<file path="src/rtl/path_delay_monitor_if.sv">
// Result channel of the path delay monitor: one measured path per
// valid/ready handshake. The monitor drives the master side, the consumer
// of measurement results sits on the slave side.
interface path_delay_monitor_if #(
  parameter int CNT_W = 8,
  parameter int SRC_W = 2
);
  logic             res_valid;
  logic             res_ready;
  logic [CNT_W-1:0] res_delay;
  logic [SRC_W-1:0] res_src;
  logic [1:0]       res_status;

  modport master (
    output res_valid,
    output res_delay,
    output res_src,
    output res_status,
    input  res_ready
  );

  modport slave (
    input  res_valid,
    input  res_delay,
    input  res_src,
    input  res_status,
    output res_ready
  );
endinterface

</file>
<file path="src/rtl/path_delay_monitor.sv">
// Path delay monitor: measures the cycle delay from a transition on any
// source net to the following transition on the destination net and grades
// it against an expected delay and a +/- tolerance captured at launch.
// Results leave through a valid/ready register; error flags are sticky.
module path_delay_monitor #(
  parameter int N_SRC   = 4,
  parameter int CNT_W   = 8,
  parameter int TIMEOUT = 255,
  parameter int SRC_W   = (N_SRC > 1) ? $clog2(N_SRC) : 1
) (
  input  logic                  clk,
  input  logic                  rst_n,
  input  logic [N_SRC-1:0]      src,
  input  logic                  dst,
  input  logic [CNT_W-1:0]      exp_delay,
  input  logic [CNT_W-1:0]      tol,
  path_delay_monitor_if.master  res,
  output logic                  err_overlap,
  output logic                  err_spurious,
  output logic                  err_drop
);

  localparam logic [CNT_W-1:0] TIMEOUT_C = CNT_W'(TIMEOUT);
  localparam logic [1:0] ST_MATCH   = 2'b00;
  localparam logic [1:0] ST_EARLY   = 2'b01;
  localparam logic [1:0] ST_LATE    = 2'b10;
  localparam logic [1:0] ST_TIMEOUT = 2'b11;

  typedef enum logic [0:0] {
    S_IDLE  = 1'b0,
    S_ARMED = 1'b1
  } state_e;

  // Grade a delay in one extra bit so that delay+tol and exp+tol never wrap.
  function automatic logic [1:0] classify(input logic [CNT_W-1:0] d,
                                          input logic [CNT_W-1:0] e,
                                          input logic [CNT_W-1:0] t);
    logic [CNT_W:0] d_x;
    logic [CNT_W:0] e_x;
    logic [CNT_W:0] t_x;
    d_x = {1'b0, d};
    e_x = {1'b0, e};
    t_x = {1'b0, t};
    if ((d_x + t_x) < e_x) begin
      classify = ST_EARLY;
    end else if (d_x > (e_x + t_x)) begin
      classify = ST_LATE;
    end else begin
      classify = ST_MATCH;
    end
  endfunction

  // Index of the lowest set bit; callers only use it on a non-zero vector.
  function automatic logic [SRC_W-1:0] lowest_idx(input logic [N_SRC-1:0] v);
    lowest_idx = '0;
    for (int i = N_SRC - 1; i >= 0; i--) begin
      if (v[i]) begin
        lowest_idx = SRC_W'(i);
      end
    end
  endfunction

  state_e           state_q, state_d;
  logic [CNT_W-1:0] cnt_q, cnt_d;
  logic             primed_q, primed_d;
  logic [N_SRC-1:0] src_q, src_d;
  logic             dst_q, dst_d;
  logic [SRC_W-1:0] lat_src_q, lat_src_d;
  logic [CNT_W-1:0] exp_q, exp_d;
  logic [CNT_W-1:0] tol_q, tol_d;
  logic             res_valid_q, res_valid_d;
  logic [CNT_W-1:0] res_delay_q, res_delay_d;
  logic [SRC_W-1:0] res_src_q, res_src_d;
  logic [1:0]       res_status_q, res_status_d;
  logic             err_overlap_q, err_overlap_d;
  logic             err_spurious_q, err_spurious_d;
  logic             err_drop_q, err_drop_d;

  logic [N_SRC-1:0] src_edge_s;
  logic             dst_edge_s;
  logic             done_s;
  logic [CNT_W-1:0] done_delay_s;
  logic [SRC_W-1:0] done_src_s;
  logic [1:0]       done_status_s;

  // Edge detection, launch/measure FSM and result register next-state.
  always_comb begin
    state_d        = state_q;
    cnt_d          = cnt_q;
    primed_d       = 1'b1;
    src_d          = src;
    dst_d          = dst;
    lat_src_d      = lat_src_q;
    exp_d          = exp_q;
    tol_d          = tol_q;
    res_valid_d    = res_valid_q;
    res_delay_d    = res_delay_q;
    res_src_d      = res_src_q;
    res_status_d   = res_status_q;
    err_overlap_d  = err_overlap_q;
    err_spurious_d = err_spurious_q;
    err_drop_d     = err_drop_q;
    done_s         = 1'b0;
    done_delay_s   = '0;
    done_src_s     = lat_src_q;
    done_status_s  = ST_MATCH;

    // The first cycle after reset only loads the history registers.
    if (primed_q) begin
      src_edge_s = src ^ src_q;
      dst_edge_s = dst ^ dst_q;
    end else begin
      src_edge_s = '0;
      dst_edge_s = 1'b0;
    end

    case (state_q)
      S_IDLE: begin
        if (src_edge_s != '0) begin
          lat_src_d = lowest_idx(src_edge_s);
          exp_d     = exp_delay;
          tol_d     = tol;
          if (dst_edge_s) begin
            done_s        = 1'b1;
            done_delay_s  = '0;
            done_src_s    = lowest_idx(src_edge_s);
            done_status_s = classify('0, exp_delay, tol);
          end else begin
            cnt_d   = CNT_W'(1);
            state_d = S_ARMED;
          end
        end else if (dst_edge_s) begin
          err_spurious_d = 1'b1;
        end else begin
          cnt_d = cnt_q;
        end
      end
      S_ARMED: begin
        // A relaunch attempt is flagged but never disturbs the running count.
        if (src_edge_s != '0) begin
          err_overlap_d = 1'b1;
        end else begin
          err_overlap_d = err_overlap_q;
        end
        if (dst_edge_s) begin
          done_s        = 1'b1;
          done_delay_s  = cnt_q;
          done_status_s = classify(cnt_q, exp_q, tol_q);
          cnt_d         = '0;
          state_d       = S_IDLE;
        end else if (cnt_q == TIMEOUT_C) begin
          done_s        = 1'b1;
          done_delay_s  = TIMEOUT_C;
          done_status_s = ST_TIMEOUT;
          cnt_d         = '0;
          state_d       = S_IDLE;
        end else begin
          cnt_d = cnt_q + CNT_W'(1);
        end
      end
      default: begin
        state_d = S_IDLE;
        cnt_d   = '0;
      end
    endcase

    // A completion overwrites the held result only if it is free or leaving now.
    if (done_s) begin
      if (!res_valid_q || res.res_ready) begin
        res_valid_d  = 1'b1;
        res_delay_d  = done_delay_s;
        res_src_d    = done_src_s;
        res_status_d = done_status_s;
      end else begin
        err_drop_d = 1'b1;
      end
    end else if (res_valid_q && res.res_ready) begin
      res_valid_d = 1'b0;
    end else begin
      res_valid_d = res_valid_q;
    end
  end

  // State, history and result registers with asynchronous reset.
  always_ff @(posedge clk or negedge rst_n) begin
    if (!rst_n) begin
      state_q        <= S_IDLE;
      cnt_q          <= '0;
      primed_q       <= 1'b0;
      src_q          <= '0;
      dst_q          <= 1'b0;
      lat_src_q      <= '0;
      exp_q          <= '0;
      tol_q          <= '0;
      res_valid_q    <= 1'b0;
      res_delay_q    <= '0;
      res_src_q      <= '0;
      res_status_q   <= ST_MATCH;
      err_overlap_q  <= 1'b0;
      err_spurious_q <= 1'b0;
      err_drop_q     <= 1'b0;
    end else begin
      state_q        <= state_d;
      cnt_q          <= cnt_d;
      primed_q       <= primed_d;
      src_q          <= src_d;
      dst_q          <= dst_d;
      lat_src_q      <= lat_src_d;
      exp_q          <= exp_d;
      tol_q          <= tol_d;
      res_valid_q    <= res_valid_d;
      res_delay_q    <= res_delay_d;
      res_src_q      <= res_src_d;
      res_status_q   <= res_status_d;
      err_overlap_q  <= err_overlap_d;
      err_spurious_q <= err_spurious_d;
      err_drop_q     <= err_drop_d;
    end
  end

  assign res.res_valid  = res_valid_q;
  assign res.res_delay  = res_delay_q;
  assign res.res_src    = res_src_q;
  assign res.res_status = res_status_q;
  assign err_overlap    = err_overlap_q;
  assign err_spurious   = err_spurious_q;
  assign err_drop       = err_drop_q;

endmodule
</file>
<file path="src/flat_wrapper.sv">
// flat-port wrapper written by rule: the top's interface ports become plain ports
module path_delay_monitor_flat 
#(
  parameter int N_SRC   = 4,
  parameter int CNT_W   = 8,
  parameter int TIMEOUT = 255,
  parameter int SRC_W   = (N_SRC > 1) ? $clog2(N_SRC) : 1
)
  (clk, rst_n, src, dst, exp_delay, tol, err_overlap, err_spurious, err_drop, res_res_valid, res_res_delay, res_res_src, res_res_status, res_res_ready);
  path_delay_monitor_if #(.CNT_W(CNT_W), .SRC_W(SRC_W)) res_i ();
  input  logic clk;
  input  logic rst_n;
  input  logic [N_SRC-1:0] src;
  input  logic dst;
  input  logic [CNT_W-1:0] exp_delay;
  input  logic [CNT_W-1:0] tol;
  output logic err_overlap;
  output logic err_spurious;
  output logic err_drop;
  output wire logic [$bits(res_i.res_valid)-1:0] res_res_valid;
  output wire logic [$bits(res_i.res_delay)-1:0] res_res_delay;
  output wire logic [$bits(res_i.res_src)-1:0] res_res_src;
  output wire logic [$bits(res_i.res_status)-1:0] res_res_status;
  input wire logic [$bits(res_i.res_ready)-1:0] res_res_ready;
  assign res_res_valid = res_i.res_valid;
  assign res_res_delay = res_i.res_delay;
  assign res_res_src = res_i.res_src;
  assign res_res_status = res_i.res_status;
  assign res_i.res_ready = res_res_ready;
  path_delay_monitor #(.N_SRC(N_SRC), .CNT_W(CNT_W), .TIMEOUT(TIMEOUT), .SRC_W(SRC_W)) u_core (.clk(clk), .rst_n(rst_n), .src(src), .dst(dst), .exp_delay(exp_delay), .tol(tol), .res(res_i), .err_overlap(err_overlap), .err_spurious(err_spurious), .err_drop(err_drop));
endmodule
</file>
<file path="config.mk">
export PLATFORM = sky130hd
export DESIGN_NAME = path_delay_monitor_flat
export DESIGN_NICKNAME = d
export VERILOG_FILES = /design/src/rtl/path_delay_monitor_if.sv /design/src/rtl/path_delay_monitor.sv /design/src/flat_wrapper.sv
export SDC_FILE = /design/constraint.sdc
export NUM_CORES = 1
export LEC_CHECK = 0
export CORE_ASPECT_RATIO = 1.5
export CORE_MARGIN = 3
export CORE_UTILIZATION = 40
export DETAILED_ROUTE_END_ITERATION = 6
export PLACE_DENSITY_LB_ADDON = 0.3
export SLEW_MARGIN = 20
export SYNTH_ARGS = -nofsm -noshare
export SYNTH_HDL_FRONTEND = slang
export SYNTH_SLANG_ARGS = --single-unit
</file>
<file path="constraint.sdc">
create_clock -name clk -period 5.67 [get_ports clk]
set_clock_uncertainty 0.1 [all_clocks]
set_input_delay 0.567 -clock clk [delete_from_list [all_inputs] [get_ports clk]]
set_output_delay 0.567 -clock clk [all_outputs]
set_load 0.03 [all_outputs]
</file>
# After elaboration in Yosys (flattened, before gate mapping)
# Cells that the tools add are included.
# op_classes
n_reduce_logical	12
n_bitwise	5
n_eq_ne	4
magnitude_cmp	4
n_addsub	4
n_mux	39
# ops
cell	n
$mux W8	6
$pmux W8 S2	2
$mux W2	15
$add A8 B8 Y9	3
$mux W1	12
$reduce_and A2 Y1	6
$gt A1 B9 Y1 const A	1
$gt A8 B9 Y1	1
$lt A9 B8 Y1	1
$add A8 B1 Y8 const B	1
$eq A8 B8 Y1 const B	1
$lt A8 B8 Y1	1
$mux W4	1
$ne A2 B2 Y1 const B	2
$pmux W1 S2	2
$pmux W2 S2	1
$reduce_bool A4 Y1	1
$xor A4 B4 Y4	1
$not A1 Y1	3
$reduce_and A3 Y1	1
$ne A2 B1 Y1 const B	1
$reduce_bool A2 Y1	1
$logic_and A1 B1 Y1	1
$logic_not A1 Y1	1
other kinds (2)	2
# word_totals
elab_cells	83
regBits	49
input_bits	24
output_inout_bits	16

# Depth between registers and ports, before layout
# Gate-level depths: netlist of the first run.
# depth
word_depth	9
depth_mapped	14
depth_no_buf	14

# Worst setup path after synthesis of the first run
# Ideal clock, no wire load.
# synth_timing
kind	register to register
from	register u_core.cnt_q[0]
to	register u_core.res_status_q[1], in the netlist u_core.res.res_status[1]
setup_time_ns	0.120
synth_period_minus_slack_ns	2.872
slack_ns	2.798
t_arrival_ns	2.652
required_ns	5.450
n_path_buf	0
stages_incl_launch_ff	14
cell_sequence	dfrtp_1 -> ha_1 -> inv_1 -> fa_1 -> nor2b_1 -> o31a_1 -> o21a_1 -> nor2_1 -> xnor2_1 -> ha_1 -> a211oi_1 -> a31oi_1 -> or2_2 -> a31o_1
# synth_between
elab_chain_len	5
elab_cells_between_ends	13
cone_classes	add/sub (1); order compare (2); eq/ne (1); mux (8); reduce/logical (1)
# synth_lines
element	line_no	text
start, declared	path_delay_monitor.sv:64	logic [CNT_W-1:0] cnt_q, cnt_d;
start signal, assigned	path_delay_monitor.sv:204	cnt_q <= cnt_d;
$add A8 B8 Y9 (tied with other cells)	path_delay_monitor.sv:44	if ((d_x + t_x) < e_x) begin
$lt A9 B8 Y1 (tied with other cells)	path_delay_monitor.sv:44	
$mux W2 or $mux W1 (tied branches)	path_delay_monitor.sv:44, path_delay_monitor.sv:145	
$mux W2 or $pmux W1 S2 (tied branches)	path_delay_monitor.sv:145, path_delay_monitor.sv:117	
$pmux W2 S2 or $reduce_and A2 Y1 (tied branches)	n/a	
end signal, assigned	path_delay_monitor.sv:214	res_status_q <= res_status_d;
end, declared	path_delay_monitor.sv:74	logic [1:0] res_status_q, res_status_d;
# Several ways; a longest one is shown, not always the timed one.
# A chain may end at the register's enable or synchronous reset.

# Final worst setup path of the first run
# Ends and elaborated chain as after synthesis.

==> results of run 1 <==
-- layer usage --
layer  global-route usage (%)  vias up  wire length, µm
li1                         -     1247                -
met1                    19.27     1190             2876
met2                    29.67       32             3825
met3                    1.852       18               99
met4                    7.454        0              297
met5                        0        -                0
-- registers in the layout, indices dropped and copies added, names as in the netlist --
name,cells
u_core.res.res_delay,8
u_core.res.res_valid,1
u_core.tol_q,8
u_core.cnt_q,8
u_core.dst_q,1
u_core.res.res_status,2
u_core.lat_src_q,2
u_core.err_spurious,1
u_core.state_q,1
u_core.err_overlap,1
u_core.exp_q,8
u_core.res.res_src,2
u_core.src_q,4
u_core.primed_q,1
u_core.err_drop,1
-- power by group --
group          leakage (nW)  switching [mW]  internal (mW)
logic                  1.09           0.542          0.453
registers             0.596           0.106          0.452
clock network        0.0700           0.116          0.173
-- worst paths after layout --
check                                                 to                 from  slack [ns]
max in group asynchronous                u_core.exp_q[4]                rst_n        4.78
worst max-delay path            u_core.res.res_status[1]      u_core.cnt_q[0]        2.54
worst min-delay path             u_core.res.res_delay[1]                rst_n        0.27
worst max register to register  u_core.res.res_status[1]      u_core.cnt_q[0]        2.54
min in group clk                     u_core.err_spurious  u_core.err_spurious        0.36
worst min register to register       u_core.err_spurious  u_core.err_spurious        0.36
-- Yosys cell counts, types with 2 or more instances --
master    instances
buf_2             3
xor2_1            6
buf_4             3
o21ai_1           3
a32o_1            2
a211oi_1          3
o31ai_1           3
nor2_1           25
o21bai_1          2
nand3_1          15
o41ai_1           2
a21oi_1          17
nand2_1          26
nor2b_1           6
xnor2_2           3
nor3_1            3
ha_1             40
o21a_1            6
a21o_1            4
nand4_2           2
nand4_1           3
inv_1            22
dfrtp_1          49
xnor2_1           6
fa_1              2
o211ai_1          2
o21ai_0          30
nand2b_1          2
mux2_2           10
nand2_2           2
and2_1            3
and3_1            2
-- kinds of logic (layout without fill, tap and decap cells) --
logic type | after synthesis | count (layout) | share of synthesized area [%]
and+or+nand+nor | 96 | 96 | 15.13
AOI/OAI and AO/OA | 84 | 84 | 16.90
DFF | 49 | 49 | 37.91
adders and majority gates | 42 | 42 | 16.71
buffers and inverters | 30 | 69 | 4.178
xor gates and xnor gates | 16 | 16 | 5.261
muxes | 11 | 11 | 3.791
other | 1 | 1 | 0.1159
-- area by class of cell --
| type | count | area [µm²] |
|---|---|---|
| Fill cell | 726 | 3914 |
| Multi-Input combinational cell | 250 | 1873 |
| Sequential cell | 49 | 1226 |
| Timing Repair Buffer | 40 | 392.9 |
| Clock buffer | 7 | 142.6 |
| Tap cell | 102 | 127.6 |
| Inverter | 22 | 82.58 |
-- stage by stage --
stage          util, %  setup WS [ns]
2_1_floorplan        -          2.798
3_3_place_gp     47.72          2.669
3_5_place_dp     47.72          2.572
4_1_cts          49.56          2.544
5_1_grt          49.56          2.298
6_report         49.56          2.542
==> flow_summary.json, run 1 <==
{
  "h-tree-depth": 2,
  "synth_top_area_share_pct": 37.91,
  "die_height_um": 116.1,
  "syn_area_um2": 3234,
  "crit_required_ns": 5.74,
  "io_pins": 40,
  "synth_edf_count": 0,
  "post_drt_via_cell_ratio": 5.291,
  "worst-slew-pin-transition_ns": 0.6088,
  "max_cap_viol_count": 0,
  "synth-seq-area-share_pct": 37.91,
  "power_leakage_nw": 1.757,
  "slew_viol_final": 0,
  "startpoint_type": "flop",
  "status": "finished, final reports clean",
  "drt_iter0_markers": 175,
  "synth_flop_cell": "dfrtp_1",
  "synth_cells": 329,
  "grt_max_degree": 50,
  "final_area_um2": 3845,
  "dpl.cell_count": 463,
  "maxSlewHeadroom_pct": 59.41,
  "cts_hold_buffers": 0,
  "clk_pin_slew_ns": 0.06,
  "holdWs_ns": 0.2728,
  "instances_no_fill": 470,
  "layout_common_cells": "dfrtp_1 (49), ha_1 (40), clkdlybuf4s50_1 (38), o21ai_0 (30), nand2_1 (26)",
  "finalCriticalPeriod_ns": 3.128,
  "gp_congestion": 0.9071,
  "drive_gt1_share_pct": 9.239,
  "hold_class": "input port to asynchronous set/reset pin",
  "start_util_pct": 41.69,
  "port-buffer-count": 39,
  "clockRootBuffer": "clkbuf_16",
  "syn_area_per_cell_um2": 9.831,
  "synth_warnings": 0,
  "grt_overflow": 0,
  "worstPathArrival_ns": 3.20,
  "grt_pass1_wl_mm": 11.90,
  "cts_tree": "done",
  "synth-seq-cells": 49,
  "drc": 0,
  "grt_antenna_before_repair": 0,
  "wire_per_inst_um": 15.10,
  "cpPeakStageDelay_ns": 0.43,
  "cts_sinks": 49,
  "fmax_ghz": 0.3197,
  "crit_slowest_cell": "dfrtp_1",
  "cts_inserted_buffers": 5,
  "syn_to_final_growth_pct": 18.88,
  "grtUsageTotal_pct": 16.40,
  "place_area_um2": 3702,
  "cp_common_cell": "ha_1",
  "hold_viol": 0,
  "n_antenna_cell": 0,
  "clock_path_buffers": 2,
  "rsz0062_at_grt": "no",
  "final_common_cell": "dfrtp_1",
  "cp_top_family": "adder cells",
  "fp.coreArea_um2": 7759,
  "rows": 39,
  "critical_path_class": "flop to flop",
  "finalCritPeriodShare_pct": 55.17,
  "grt_pass1_vias": 2533,
  "firstDrtPassIters": 4,
  "total_power_mw": 1.842,
  "synth_area_leaders": "dfrtp_1 (38%), ha_1 (15%), o21ai_0 (4.6%)",
  "cp.depth": 13,
  "die_w_um": 79.42,
  "reg2reg_depth": 13,
  "num_vias": 2487,
  "power_density_nw_per_um2": 479.2,
  "yosysUniqueCellTypes": 54,
  "postRouteAntennaNets": 0,
  "setup_viol": 0,
  "post-cts-setup-buffer-count": 0,
  "syn_nets": 395,
  "peakVddDrop_v": 0.0002328,
  "synth_top_cell_by_area": "dfrtp_1",
  "routed_wl_mm": 7.097,
  "fin_nets": 434,
  "clock_latency_ns": 0.28,
  "crit_chain": "ha_1, inv_1, fa_1, nor2b_1, o31a_1, o21a_1, nor2_1, xnor2_1, ha_1, a211oi_1, a31oi_1, or2_2, a31o_1",
  "fp.dieArea_um2": 9223,
  "crit_buf_inv": 1,
  "fin_setup_tns_ns": 0,
  "ys_async_sr_fraction_pct": 100.0,
  "critPathCaptureType": "flop",
  "hpwl_mm": 5.544,
  "cts_resized": 0,
  "path_max_fanout": 6
}
Power figures use the tool's default switching activity.
==> run 2: changes to the inputs <==
- clock period: 5.67 -> 3.1 ns (I/O delays scaled with it)
==> flow_summary.json, run 2 (synthesized netlist as in run 1, its figures left out) <==
{
  "startpoint_type": "flop",
  "cts_sinks": 49,
  "start_util_pct": 41.69,
  "crit_slowest_cell": "dfrtp_1",
  "hold_viol": 20,
  "nFillCells": 720,
  "fin_setup_tns_ns": 0,
  "crit_chain": "ha_2, inv_1, fa_2, nor2b_2, o31a_1, o21a_1, nor2_2, xnor2_1, ha_1, a211oi_2, a31oi_2, or2_2, a31o_1",
  "die_height_um": 116.1,
  "power_density_nw_per_um2": 884.1,
  "drt_iter0_markers": 143,
  "violations": "negative hold slack",
  "clock_path_buffers": 2,
  "syn_to_final_growth_pct": 22.05,
  "hpwl_mm": 5.575,
  "drc": 0,
  "cts_inserted_buffers": 5,
  "setup_viol": 0,
  "layout_common_cells": "dfrtp_1 (49), ha_1 (39), clkdlybuf4s50_1 (38), o21ai_0 (28), nand2_1 (26)",
  "drive_gt1_share_pct": 13.79,
  "finalCritPeriodShare_pct": 97.11,
  "rows": 39,
  "cp_top_family": "compound AO/OA/AOI/OAI gates",
  "grt_overflow": 0,
  "cts_tree": "done",
  "cts_hold_buffers": 0,
  "dpl.cell_count": 470,
  "crit_buf_inv": 1,
  "postRouteAntennaNets": 0,
  "path_max_fanout": 3,
  "r2r-start": "u_core.tol_q[0]",
  "cpPeakStageDelay_ns": 0.40,
  "maxSlewHeadroom_pct": 49.77,
  "grtUsageTotal_pct": 16.75,
  "worstPathArrival_ns": 3.09,
  "grt_pass1_wl_mm": 11.96,
  "power_leakage_nw": 1.807,
  "hold_class": "input port to asynchronous set/reset pin",
  "fin_nets": 443,
  "peakVddDrop_v": 0.0004388,
  "status": "complete, but fails checks",
  "n_antenna_cell": 0,
  "post_drt_via_cell_ratio": 5.211,
  "finalCriticalPeriod_ns": 3.011,
  "clock_latency_ns": 0.29,
  "worst-slew-pin-transition_ns": 0.7535,
  "h-tree-depth": 2,
  "fmax_ghz": 0.3322,
  "num_vias": 2496,
  "fp.coreArea_um2": 7759,
  "critical_path_class": "flop to flop",
  "fin_util_pct": 50.88,
  "crit_start": "u_core.tol_q[0]",
  "grt_pass1_vias": 2578,
  "gp_congestion": 0.8964,
  "instances_no_fill": 479,
  "clockRootBuffer": "clkbuf_16",
  "grt_max_degree": 33,
  "grt_antenna_before_repair": 0,
  "critPathCaptureType": "flop",
  "die_w_um": 79.42,
  "firstDrtPassIters": 4,
  "max_cap_viol_count": 0,
  "io_pins": 40,
  "clk_pin_slew_ns": 0.06,
  "port-buffer-count": 39,
  "holdWs_ns": -0.01454,
  "fp.dieArea_um2": 9223,
  "final_common_cell": "dfrtp_1",
  "wire_per_inst_um": 14.75,
  "crit_required_ns": 3.18,
  "routed_wl_mm": 7.064,
  "slew_viol_final": 0
}
[run 2: area by class of cell]
type,instances,area (µm²),area share [%]
sequential,49,1226,31.06
inverter,22,82.58,2.092
tap,102,127.6,3.233
multi-input combinational,250,1908,48.34
timing repair buffer,49,460.4,11.66
clock buffer,7,142.6,3.613
[run 2: final timing paths]
check	cells after the start	endpoint	slack [ns]
setup / recovery	13	u_core.res.res_status[1]	0.09
hold / removal	1	u_core.res.res_delay[1]	-0.01
setup reg to reg	13	u_core.res.res_status[1]	0.09
hold reg to reg	1	u_core.err_spurious	0.36
max in group asynchronous	2	u_core.err_spurious	2.18
min in group clk	1	u_core.err_spurious	0.36
[run 2: report_power, final]
part / leakage, nW / internal (mW) / switching, mW
Sequential: 0.596 / 0.827 / 0.157
Combinational: 1.14 / 0.898 / 1.07
Clock: 0.0700 / 0.317 / 0.220
[run 2: routing by layer]
| metal | part of all wire [%] | global-route usage (%) | routed length (µm) |
|---|---|---|---|
| met5 | 0 | 0 | 0 |
| met4 | 2.2 | 6.651 | 158 |
| met3 | 2.6 | 2.701 | 185 |
| met2 | 56 | 31.01 | 3940 |
| met1 | 39 | 18.93 | 2780 |
[run 2: metrics by stage]
stage / hold slack (ns) / setup slack [ns] / instance area [µm²] / power [mW]
2_1_floorplan: -0.08559 / 0.2283 / 3234 / 2.318
3_3_place_gp: 0.3124 / 0.1699 / 3755 / 2.815
3_5_place_dp: 0.3257 / 0.09511 / 3755 / 2.877
4_1_cts: 0.006551 / 0.08943 / 3897 / 3.438
5_1_grt: 0.04151 / -0.04118 / 3948 / 3.829
6_report: -0.01454 / 0.08950 / 3948 / 3.490
[run 2: repair_timing]
action,CTS,global route
endpoints found under the hold margin,0,0
endpoints found under the setup margin,0,2
resized for setup,0,11
buffers inserted,0,2
[run 2: worst register-to-register path, stage by stage, from the launching register on]
cell and delay [ns]:
dfrtp_1 0.40, ha_2 0.20, inv_1 0.07, fa_2 0.22, nor2b_2 0.05, o31a_1 0.32, o21a_1 0.18, nor2_2 0.10
xnor2_1 0.14, ha_1 0.28, a211oi_2 0.22, a31oi_2 0.13, or2_2 0.31, a31o_1 0.17
==> run 3: changes to the inputs <==
- GPL_ROUTABILITY_DRIVEN: default -> 0
- TNS_END_PERCENT: default -> 10
==> flow_summary.json, run 3 (synthesized netlist as in run 1, its figures left out) <==
{
  "power_leakage_nw": 1.799,
  "drc": 0,
  "fp.coreArea_um2": 7759,
  "die_w_um": 79.42,
  "start_util_pct": 41.69,
  "fin_nets": 442,
  "hpwl_mm": 5.535,
  "reg2reg_depth": 12,
  "pwr-share-seq_pct": 28.6,
  "firstDrtPassIters": 4,
  "grt_pass1_wl_mm": 12.30,
  "maxSlewHeadroom_pct": 51.91,
  "fin_util_pct": 50.72,
  "hold_viol": 0,
  "crit_end": "u_core.res.res_status[1]",
  "grtUsageTotal_pct": 16.96,
  "hold_class": "flop to flop",
  "clock_latency_ns": 0.29,
  "rows": 39,
  "status": "finished, final reports clean",
  "worstPathArrival_ns": 3.01,
  "r2r-start": "u_core.tol_q[2]",
  "finalCriticalPeriod_ns": 2.936,
  "cts_inserted_buffers": 5,
  "grt_pass1_vias": 2652,
  "num_vias": 2522,
  "timing.rr.end": "u_core.res.res_status[1]",
  "cts_tree": "done",
  "grt_max_degree": 32,
  "clk_pin_slew_ns": 0.06,
  "power_density_nw_per_um2": 876.0,
  "drive_gt1_share_pct": 12.73,
  "p_clk_share_pct": 15.2,
  "critPathCaptureType": "flop",
  "nFillCells": 728,
  "syn_to_final_growth_pct": 21.66,
  "slew_viol_final": 0,
  "final_common_cell": "dfrtp_1",
  "fp.dieArea_um2": 9223,
  "crit_required_ns": 3.17,
  "drt_iter0_markers": 76,
  "grt_antenna_before_repair": 0,
  "path_max_fanout": 3,
  "crit_start": "u_core.tol_q[2]",
  "setup_viol": 0,
  "post-cts-setup-buffer-count": 0,
  "finalCritPeriodShare_pct": 94.69,
  "h-tree-depth": 2,
  "pre_cts_slack_ns": 0.1331,
  "fmax_ghz": 0.3407,
  "fin_setup_tns_ns": 0,
  "intPower_mw": 2.010,
  "port-buffer-count": 39,
  "clockRootBuffer": "clkbuf_16",
  "worst-slew-pin-transition_ns": 0.7213,
  "grt_overflow": 0,
  "startpoint_type": "flop",
  "postRouteAntennaNets": 0,
  "reg2reg_slack_ns": 0.16,
  "die_height_um": 116.1,
  "post_drt_via_cell_ratio": 5.265,
  "io_pins": 40,
  "wire_per_inst_um": 14.87,
  "clock_path_buffers": 2,
  "routed_wl_mm": 7.123,
  "pwr-share-comb_pct": 56.2,
  "p_sw_share_pct": 41.68,
  "layout_common_cells": "dfrtp_1 (49), ha_1 (39), clkdlybuf4s50_1 (38), o21ai_0 (27), nand2_1 (26)",
  "peakVddDrop_v": 0.0004259,
  "switchingPower_mw": 1.437,
  "critical_path_class": "flop to flop",
  "worst_slack_ns": 0.1645,
  "cts_sinks": 49,
  "max_cap_viol_count": 0,
  "n_antenna_cell": 0
}
run 3: timing repair:
action	in CTS	in global routing
hold buffers	1	0
endpoints found under the setup margin	0	1
endpoints found under the hold margin	5	0
gates resized for setup	0	11
run 3: per-stage QoR:
step                power, mW  instances  cell area (µm²)  hold WS [ns]
finish                  3.447        479             3935        0.3605
detailed placement      2.878        470             3755        0.3060
global route            3.816        479             3935        0.3984
global placement        2.811        470             3755        0.2891
CTS                     3.418        479             3901        0.3642
floorplan               2.318        329             3234      -0.08559
run 3: worst max-delay path: stages (launching register included):
cell	delay, ns
dfrtp_1	0.41
ha_1	0.36
nor2b_2	0.17
o31a_1	0.31
o21a_1	0.18
nor2_1	0.11
xnor2_1	0.13
ha_1	0.27
o21a_1	0.11
o21ai_1	0.13
a31oi_1	0.07
or2_2	0.30
a31o_1	0.17
run 3: cell type report:
cell class | count | area, µm² | share of cell area [%]
clock buffers | 8 | 136.4 | 3.466
multi-input cells | 250 | 1907 | 48.46
repair buffers | 48 | 455.4 | 11.57
flip-flops and latches | 49 | 1226 | 31.16
inverters | 22 | 82.58 | 2.099
well taps | 102 | 127.6 | 3.243
run 3: routing by layer:
layer | track usage (%) | vias to the layer above | share of wire, %
met2 | 32.63 | 48 | 55
met3 | 2.083 | 11 | 2.0
met4 | 5.963 | 0 | 1.8
li1 | - | 1262 | -
met1 | 18.86 | 1201 | 41
met5 | 0 | - | 0
run 3: power groups by stage:
stage          registers (mW)  clock network, mW  logic [mW]
4_1_cts                 0.992              0.542        1.88
2_1_floorplan            1.08                  0        1.24
6_report                0.987              0.523        1.94
5_1_grt                  1.01              0.567        2.23
3_5_place_dp             1.00                  0        1.88
3_3_place_gp            0.998                  0        1.81
run 3: how the worst min path moves through the flow:
stage / from / to / slack, ns / cells past startpoint
floorplan: rst_n / u_core.cnt_q[0] / -0.09 / 0
global placement: rst_n / u_core.res.res_delay[3] / 0.29 / 1
detailed placement: rst_n / u_core.res.res_delay[3] / 0.31 / 1
CTS: u_core.err_spurious / u_core.err_spurious / 0.36 / 1
global route: u_core.err_spurious / u_core.err_spurious / 0.40 / 1
finish: u_core.err_spurious / u_core.err_spurious / 0.36 / 1
